### src/rtl/fp_add_share_ctrl_pkg.sv
// Shared FP format selectors, width helpers and the default latency of the shared adder.
package fp_add_share_ctrl_pkg;

    typedef enum logic [1:0] {
        FP16 = 2'd0,
        FP32 = 2'd1,
        FP64 = 2'd2
    } fp_format_e;

    localparam int FP_ADD_PIPE_DEPTH = 32'sd3;

    function automatic int get_fp_len(input fp_format_e fmt);
        case (fmt)
            FP16:    return 32'sd16;
            FP32:    return 32'sd32;
            FP64:    return 32'sd64;
            default: return 32'sd32;
        endcase
    endfunction

    function automatic int get_sign_bit(input fp_format_e fmt);
        return get_fp_len(fmt) - 32'sd1;
    endfunction

endpackage

### src/rtl/fp_add_share_ctrl_rr_arbiter.sv
// Combinational round-robin arbiter: first eligible index at or after rr_ptr, wrapping mod N.
module fp_add_share_ctrl_rr_arbiter #(
    parameter  int N  = 32'sd4,
    localparam int IW = (N > 32'sd1) ? $clog2(N) : 32'sd1
) (
    input  logic [N-1:0]  elig,
    input  logic [IW-1:0] rr_ptr,
    output logic [N-1:0]  grant,
    output logic [IW-1:0] grant_idx,
    output logic          grant_valid
);

    function automatic logic [IW-1:0] wrap_idx(input logic [IW-1:0] base, input int unsigned k);
        logic [IW:0] sum;
        sum = {1'b0, base} + (IW+1)'(k);
        return (sum >= (IW+1)'(N)) ? IW'(sum - (IW+1)'(N)) : IW'(sum);
    endfunction

    // Scan farthest-first so the candidate closest to rr_ptr is the one that sticks.
    always_comb begin
        grant_idx   = {IW{1'b0}};
        grant_valid = 1'b0;
        for (int k = N - 1; k >= 0; k--) begin
            grant_idx   = elig[wrap_idx(rr_ptr, k)] ? wrap_idx(rr_ptr, k) : grant_idx;
            grant_valid = grant_valid | elig[wrap_idx(rr_ptr, k)];
        end
    end

    // One-hot expansion of the selected index.
    always_comb begin
        grant = {N{1'b0}};
        for (int j = 0; j < N; j++) begin
            grant[j] = grant_valid & (grant_idx == IW'(j));
        end
    end

endmodule

### src/rtl/fp_add_share_ctrl.sv
// Shares one fixed-latency pipelined FP adder among NUM_REQ requesters with round-robin issue,
// a tag pipe that follows the adder latency, and per-requester held response slots.
module fp_add_share_ctrl
    import fp_add_share_ctrl_pkg::*;
#(
    parameter  fp_format_e data_format = FP32,
    parameter  int         NUM_REQ     = 32'sd4,
    parameter  int         PIPE_DEPTH  = FP_ADD_PIPE_DEPTH,
    localparam int         W           = get_fp_len(data_format)
) (
    input  logic                 clk,
    input  logic                 rst_n,
    input  logic [NUM_REQ-1:0]   req_valid,
    output logic [NUM_REQ-1:0]   req_ready,
    input  logic [NUM_REQ-1:0]   req_sub,
    input  logic [NUM_REQ*W-1:0] req_a,
    input  logic [NUM_REQ*W-1:0] req_b,
    output logic                 add_in_valid,
    output logic [W-1:0]         add_a,
    output logic [W-1:0]         add_b,
    input  logic                 add_out_valid,
    input  logic [W-1:0]         add_sum,
    output logic [NUM_REQ-1:0]   rsp_valid,
    input  logic [NUM_REQ-1:0]   rsp_ready,
    output logic [NUM_REQ*W-1:0] rsp_data,
    output logic [NUM_REQ-1:0]   busy,
    output logic                 err
);

    localparam int SB   = get_sign_bit(data_format);
    localparam int ID_W = (NUM_REQ > 32'sd1) ? $clog2(NUM_REQ) : 32'sd1;

    logic [ID_W-1:0]      rr_ptr_r;
    logic [ID_W-1:0]      rr_ptr_nxt_s;
    logic [NUM_REQ-1:0]   busy_r;
    logic [NUM_REQ-1:0]   elig_s;
    logic [NUM_REQ-1:0]   grant_s;
    logic [ID_W-1:0]      grant_idx_s;
    logic                 grant_vld_s;

    logic [W-1:0]         sel_a_s;
    logic [W-1:0]         sel_b_s;
    logic                 sel_sub_s;
    logic [W-1:0]         issue_b_s;

    logic                 add_in_valid_r;
    logic [W-1:0]         add_a_r;
    logic [W-1:0]         add_b_r;
    logic [ID_W-1:0]      add_id_r;

    logic [PIPE_DEPTH-1:0] tag_vld_r;
    logic [ID_W-1:0]       tag_id_r [PIPE_DEPTH];
    logic                  head_vld_s;
    logic [ID_W-1:0]       head_id_s;

    logic [NUM_REQ-1:0]   ret_s;
    logic [NUM_REQ-1:0]   take_s;
    logic [NUM_REQ-1:0]   rsp_valid_r;
    logic [NUM_REQ*W-1:0] rsp_data_r;
    logic                 err_r;

    // A requester with an op in flight or an untaken result cannot be granted again.
    assign elig_s = req_valid & ~busy_r;

    fp_add_share_ctrl_rr_arbiter #(
        .N (NUM_REQ)
    ) u_arb (
        .elig        (elig_s),
        .rr_ptr      (rr_ptr_r),
        .grant       (grant_s),
        .grant_idx   (grant_idx_s),
        .grant_valid (grant_vld_s)
    );

    // AND-OR operand mux driven by the one-hot grant; subtraction flips the sign of b.
    always_comb begin
        sel_a_s   = {W{1'b0}};
        sel_b_s   = {W{1'b0}};
        sel_sub_s = 1'b0;
        for (int i = 0; i < NUM_REQ; i++) begin
            sel_a_s   = sel_a_s | (req_a[i*W +: W] & {W{grant_s[i]}});
            sel_b_s   = sel_b_s | (req_b[i*W +: W] & {W{grant_s[i]}});
            sel_sub_s = sel_sub_s | (req_sub[i] & grant_s[i]);
        end
        issue_b_s = {sel_b_s[SB] ^ sel_sub_s, sel_b_s[SB-1:0]};
    end

    // Pointer advances to the slot after the winner, wrapping at NUM_REQ.
    always_comb begin
        if (grant_idx_s == ID_W'(NUM_REQ - 1)) begin
            rr_ptr_nxt_s = {ID_W{1'b0}};
        end else begin
            rr_ptr_nxt_s = grant_idx_s + ID_W'(1);
        end
    end

    // Round-robin pointer register.
    always_ff @(posedge clk) begin
        if (!rst_n) begin
            rr_ptr_r <= {ID_W{1'b0}};
        end else if (grant_vld_s) begin
            rr_ptr_r <= rr_ptr_nxt_s;
        end else begin
            rr_ptr_r <= rr_ptr_r;
        end
    end

    // Registered issue to the adder; operands hold while idle.
    always_ff @(posedge clk) begin
        if (!rst_n) begin
            add_in_valid_r <= 1'b0;
            add_a_r        <= {W{1'b0}};
            add_b_r        <= {W{1'b0}};
            add_id_r       <= {ID_W{1'b0}};
        end else if (grant_vld_s) begin
            add_in_valid_r <= 1'b1;
            add_a_r        <= sel_a_s;
            add_b_r        <= issue_b_s;
            add_id_r       <= grant_idx_s;
        end else begin
            add_in_valid_r <= 1'b0;
            add_a_r        <= add_a_r;
            add_b_r        <= add_b_r;
            add_id_r       <= add_id_r;
        end
    end

    // Tag pipe enters as the adder captures its inputs, so its head lines up with add_out_valid.
    always_ff @(posedge clk) begin
        if (!rst_n) begin
            tag_vld_r <= {PIPE_DEPTH{1'b0}};
            for (int k = 0; k < PIPE_DEPTH; k++) begin
                tag_id_r[k] <= {ID_W{1'b0}};
            end
        end else begin
            tag_vld_r[0] <= add_in_valid_r;
            tag_id_r[0]  <= add_id_r;
            for (int k = 1; k < PIPE_DEPTH; k++) begin
                tag_vld_r[k] <= tag_vld_r[k-1];
                tag_id_r[k]  <= tag_id_r[k-1];
            end
        end
    end

    assign head_vld_s = tag_vld_r[PIPE_DEPTH-1];
    assign head_id_s  = tag_id_r[PIPE_DEPTH-1];

    // A result is only accepted when both the adder and the tag head agree it is valid.
    always_comb begin
        ret_s = {NUM_REQ{1'b0}};
        for (int i = 0; i < NUM_REQ; i++) begin
            ret_s[i] = head_vld_s & add_out_valid & (head_id_s == ID_W'(i));
        end
        take_s = rsp_valid_r & rsp_ready;
    end

    // Per-requester busy flag and held response slot.
    always_ff @(posedge clk) begin
        if (!rst_n) begin
            busy_r      <= {NUM_REQ{1'b0}};
            rsp_valid_r <= {NUM_REQ{1'b0}};
            rsp_data_r  <= {(NUM_REQ*W){1'b0}};
        end else begin
            for (int i = 0; i < NUM_REQ; i++) begin
                if (grant_s[i]) begin
                    busy_r[i] <= 1'b1;
                end else if (take_s[i]) begin
                    busy_r[i] <= 1'b0;
                end else begin
                    busy_r[i] <= busy_r[i];
                end

                if (ret_s[i]) begin
                    rsp_valid_r[i]       <= 1'b1;
                    rsp_data_r[i*W +: W] <= add_sum;
                end else if (take_s[i]) begin
                    rsp_valid_r[i]       <= 1'b0;
                    rsp_data_r[i*W +: W] <= rsp_data_r[i*W +: W];
                end else begin
                    rsp_valid_r[i]       <= rsp_valid_r[i];
                    rsp_data_r[i*W +: W] <= rsp_data_r[i*W +: W];
                end
            end
        end
    end

    // Sticky flag for any disagreement between adder output strobe and tag head.
    always_ff @(posedge clk) begin
        if (!rst_n) begin
            err_r <= 1'b0;
        end else if (add_out_valid != head_vld_s) begin
            err_r <= 1'b1;
        end else begin
            err_r <= err_r;
        end
    end

    assign req_ready    = grant_s;
    assign add_in_valid = add_in_valid_r;
    assign add_a        = add_a_r;
    assign add_b        = add_b_r;
    assign rsp_valid    = rsp_valid_r;
    assign rsp_data     = rsp_data_r;
    assign busy         = busy_r;
    assign err          = err_r;

endmodule

### config.mk
export PLATFORM = sky130hd
export DESIGN_NAME = fp_add_share_ctrl
export DESIGN_NICKNAME = d
export VERILOG_FILES = /design/src/rtl/fp_add_share_ctrl_pkg.sv /design/src/rtl/fp_add_share_ctrl_rr_arbiter.sv /design/src/rtl/fp_add_share_ctrl.sv
export SDC_FILE = /design/constraint.sdc
export NUM_CORES = 1
export LEC_CHECK = 0
export ABC_AREA = 1
export CAP_MARGIN = 40
export CORE_AREA = 8 8 193 195
export DETAILED_ROUTE_END_ITERATION = 10
export DIE_AREA = 0 0 201 203
export GPL_TIMING_DRIVEN = 0
export PLACE_DENSITY_LB_ADDON = 0.2
export SYNTH_ARGS = -nofsm -noshare
export SYNTH_HDL_FRONTEND = slang
export SYNTH_SLANG_ARGS = --single-unit
### constraint.sdc
create_clock -name clk -period 5.1 [get_ports clk]
set_input_delay 1.275 -clock clk [delete_from_list [all_inputs] [get_ports clk]]
set_output_delay 1.275 -clock clk [all_outputs]
set_load 0.01 [all_outputs]
==> impl_results.md, run 1 <==
* NetSw at 0.00351 W
* Yosys warning total at 0
* Maximum buffer depth of the clock tree at 3
* R2R depth at 17
* Mapped Area at 0.00931 mm2
* Critical path depth at 14
* DR vias at 10755
* # Max-Cap Violations at 0
* Seq pwr share at 0.252
* Final WL at 47600 um
* Area of the core at 0.0341 mm2
* Hold_sp: tag_id_r[0][1]
* Die area at 0.0408 mm2
* CTS tree: yes
* Min Tclk post-route at 4890 ps
* Share of cells above drive strength 1 at 0.0469
* Multi-input logic area at 0.00398 mm2
* Initial DRT Pass Iterations at 5
* Critical path class: input port to output pin
* Crit-path most repeated cell: nand2_1
* Final hold violations at 0
* Starting Density at 0.273
* Slew Limit Fails at 0
* FF-to-FF Start: rr_ptr_r[0]
* Nets at 2191
* Family with the most delay on the worst path: buffers and inverters
* Comb power frac at 0.541
* Die W at 201 um
* CTS Root Cell: clkbuf_16
* Worst slew margin at 0.512
* Num CTS Buffers at 25
* Most common cell after layout, fill and taps aside: clkdlybuf4s50_1
* Data required time of the worst path at 3830 ps
* Final setup fails at 0
* Hold Path Class: flip-flop to flip-flop
* R2R Path End: add_b[26]
* First-pass GRT wire length at 70100 um
* Net Count, Synth at 1652
* Post-DP Area at 0.0150 mm2
* Worst-skew pair later-pin latency at 520 ps
* Initial antenna violation count at 15
* Clock H-tree levels at 1
* Global route overflow at 0
* FP Rows at 68
* Crit path arrival time at 3620 ps
* Final non-filler cell total at 2365
* Clock Power Share at 0.207
* Worst path slowest cell: clkdlybuf4s50_1
* Worst-path cell chain: clkdlybuf4s50_1, nand3_1, nand2_1, nand2_1, nand2_1, inv_2, a21oi_2, or2_1, nand2_1, buf_4, ha_1, nand2_1, clkinv_4, dlygate4sd2_1
* Routed WL per cell at 20.1 um
* CP bufs+invs at 5
* Slowest cell delay on critical path at 480 ps
* Min-Delay Endpoint: tag_id_r[0][3]
* Post-placement setup slack at -1130 ps
* Top achievable clock speed at 204 MHz
* Buffers added on ports at 507
* Post-route ant nets at 0
* Die Ht at 203 um
* Vias in the first global route at 11009
* Slack of the worst reg-to-reg path at 2130 ps
* Final instance area at 0.0158 mm2
* CTS sink cnt at 215
* Avg Inst Size Synth at 6.93 um2
* GP Congestion at 0.899
* Crit end category: output pin
* Final worst setup slack at 205 ps
* RSZ-0062 raised after global routing: false
* DRC at 0
* Clock Pin Slew Worst Setup and Hold Paths at 60 ps
* Drt first-iter violations at 395
* CP max FO at 14
* Switching part of the total at 0.430
* Peak supply drop at 0.000271 V
* Total GRT Usage at 0.222
* Setup_tns at 0 ps
* Final Skew at 14.0 ps
* Status: complete, no violations
* Vias per cell at 4.55
* P&R area growth vs syn at 70.1%
* Cell count after synthesis at 1344
* Netlist cell types at 26
* Fin crit share at 0.960
* Leakage at 6.24 nW
* Yosys reg bits at 215
* DP HPWL at 38800 um
* Sequential element share of the synthesized area at 0.462
* Fillers at 3471
* CP startpoint kind: input port
* Worst slew pin tran at 732 ps
* CP Launch Point: req_valid[2]
* Largest net degree at the start of global routing at 20
* Placed insts at 2306
* Power Density at 515 mW/mm2
* Int Power at 0.00465 W
* Min-Delay Path Depth at 2
* Sequential cell area at 0.00430 mm2
* I/O pin cnt at 509
* Commonest non-fill, non-tap cells in the layout: 503 x clkdlybuf4s50_1, 307 x nand2_1, 215 x dfxtp_1
==> power by group through the flow <==
stage          combinational (W)  sequential (W)  clock [W]
4_1_cts                  0.00437         0.00205    0.00174
3_5_place_dp             0.00433         0.00208          0
3_3_place_gp             0.00432         0.00208          0
2_1_floorplan            0.00237         0.00217          0
6_report                 0.00442         0.00205    0.00169
5_1_grt                  0.00492         0.00208    0.00181
==> logic make-up after synthesis <==
logic type | synth area share
adder cells (fa/ha/maj) | 0.00672
AO/OA/AOI/OAI | 0.191
buffers and inverters | 0.111
flip-flops | 0.462
AND/OR/NAND/NOR | 0.228
==> Yosys cell counts, drive strengths merged <==
library cell / number / area share
nand3: 86 / 0.048
a31oi: 63 / 0.042
buf: 36 / 0.022
o22ai: 1 / 0.00067
a22oi: 1 / 0.00081
a211oi: 1 / 0.00081
a21boi: 1 / 0.00081
clkinv: 1 / 0.00054
ha: 5 / 0.0067
nor2: 134 / 0.054
or2: 1 / 0.00067
a21oi: 76 / 0.041
clkbuf: 54 / 0.022
o21ai: 195 / 0.10
inv: 164 / 0.067
dfxtp: 215 / 0.46
nand2: 310 / 0.13
==> sequential cells by signal, indices dropped and copies added (netlist names), 2 cells and up <==
register / count
rsp_data: 128
add_a: 32
add_b: 32
tag_id_r: 6
busy: 4
rsp_valid: 4
tag_vld_r: 3
add_id_r: 2
rr_ptr_r: 2
==> routing by layer <==
metal / up-vias / wire (um) / GRT usage
met2: 410 / 23500 / 0.393
met5: - / 27 / 0
met4: 4 / 1130 / 0.0702
met3: 68 / 4610 / 0.0862
li1: 5416 / - / -
met1: 4857 / 18300 / 0.242
==> repair_timing <==
item | in CTS | in global routing
hold buffers | 0 | 0
gates resized for setup | 18 | 4
setup buffers | 0 | 8
setup endpoints to repair | 4 | 4
pin swaps | 0 | 2
==> how the worst max path moves through the flow <==
| stage | slack [ps] | to |
|---|---|---|
| after floorplan | 870 | req_ready[3] |
| after global placement | -1160 | req_ready[3] |
| after detailed placement | -1130 | req_ready[3] |
| after CTS | 30 | req_ready[2] |
| after global routing | 30 | req_ready[0] |
| final | 210 | req_ready[0] |
==> stage by stage <==
| step | utilization | hold WS [ps] | power [W] |
|---|---|---|---|
| global placement | 0.438 | 392 | 0.00639 |
| global route | 0.464 | 419 | 0.00880 |
| finish | 0.464 | 410 | 0.00816 |
| CTS | 0.461 | 411 | 0.00816 |
| detailed placement | 0.438 | 396 | 0.00641 |
| floorplan | - | 390 | 0.00454 |
==> final cells by class <==
| type | count | share of cell area |
|---|---|---|
| antenna | 12 | 0.00190 |
| buffer | 87 | 0.0269 |
| clock buffer | 34 | 0.0429 |
| clock inverter | 8 | 0.00427 |
| inverter | 165 | 0.0407 |
| multi-input combinational | 874 | 0.251 |
| sequential | 215 | 0.272 |
| tap | 455 | 0.0360 |
| timing repair buffer | 515 | 0.324 |
==> worst reg2reg max path, delay by kind of cell, from the launching register on <==
family                     cells  cell delay [ps]
DFF                            1              310
and+or+nand+nor                6              670
AOI/OAI and AO/OA              4              550
adders and majority gates      1              220
buffers and inverters          6             1160
Note: power is estimated with default switching activity, not from simulation.
==> run 2, diff against run 1 <==
CTS_CLUSTER_DIAMETER = 80   (was default)
==> results of run 2 <==
Same layout as run 1: the final DEF is identical, and so are final timing and power.
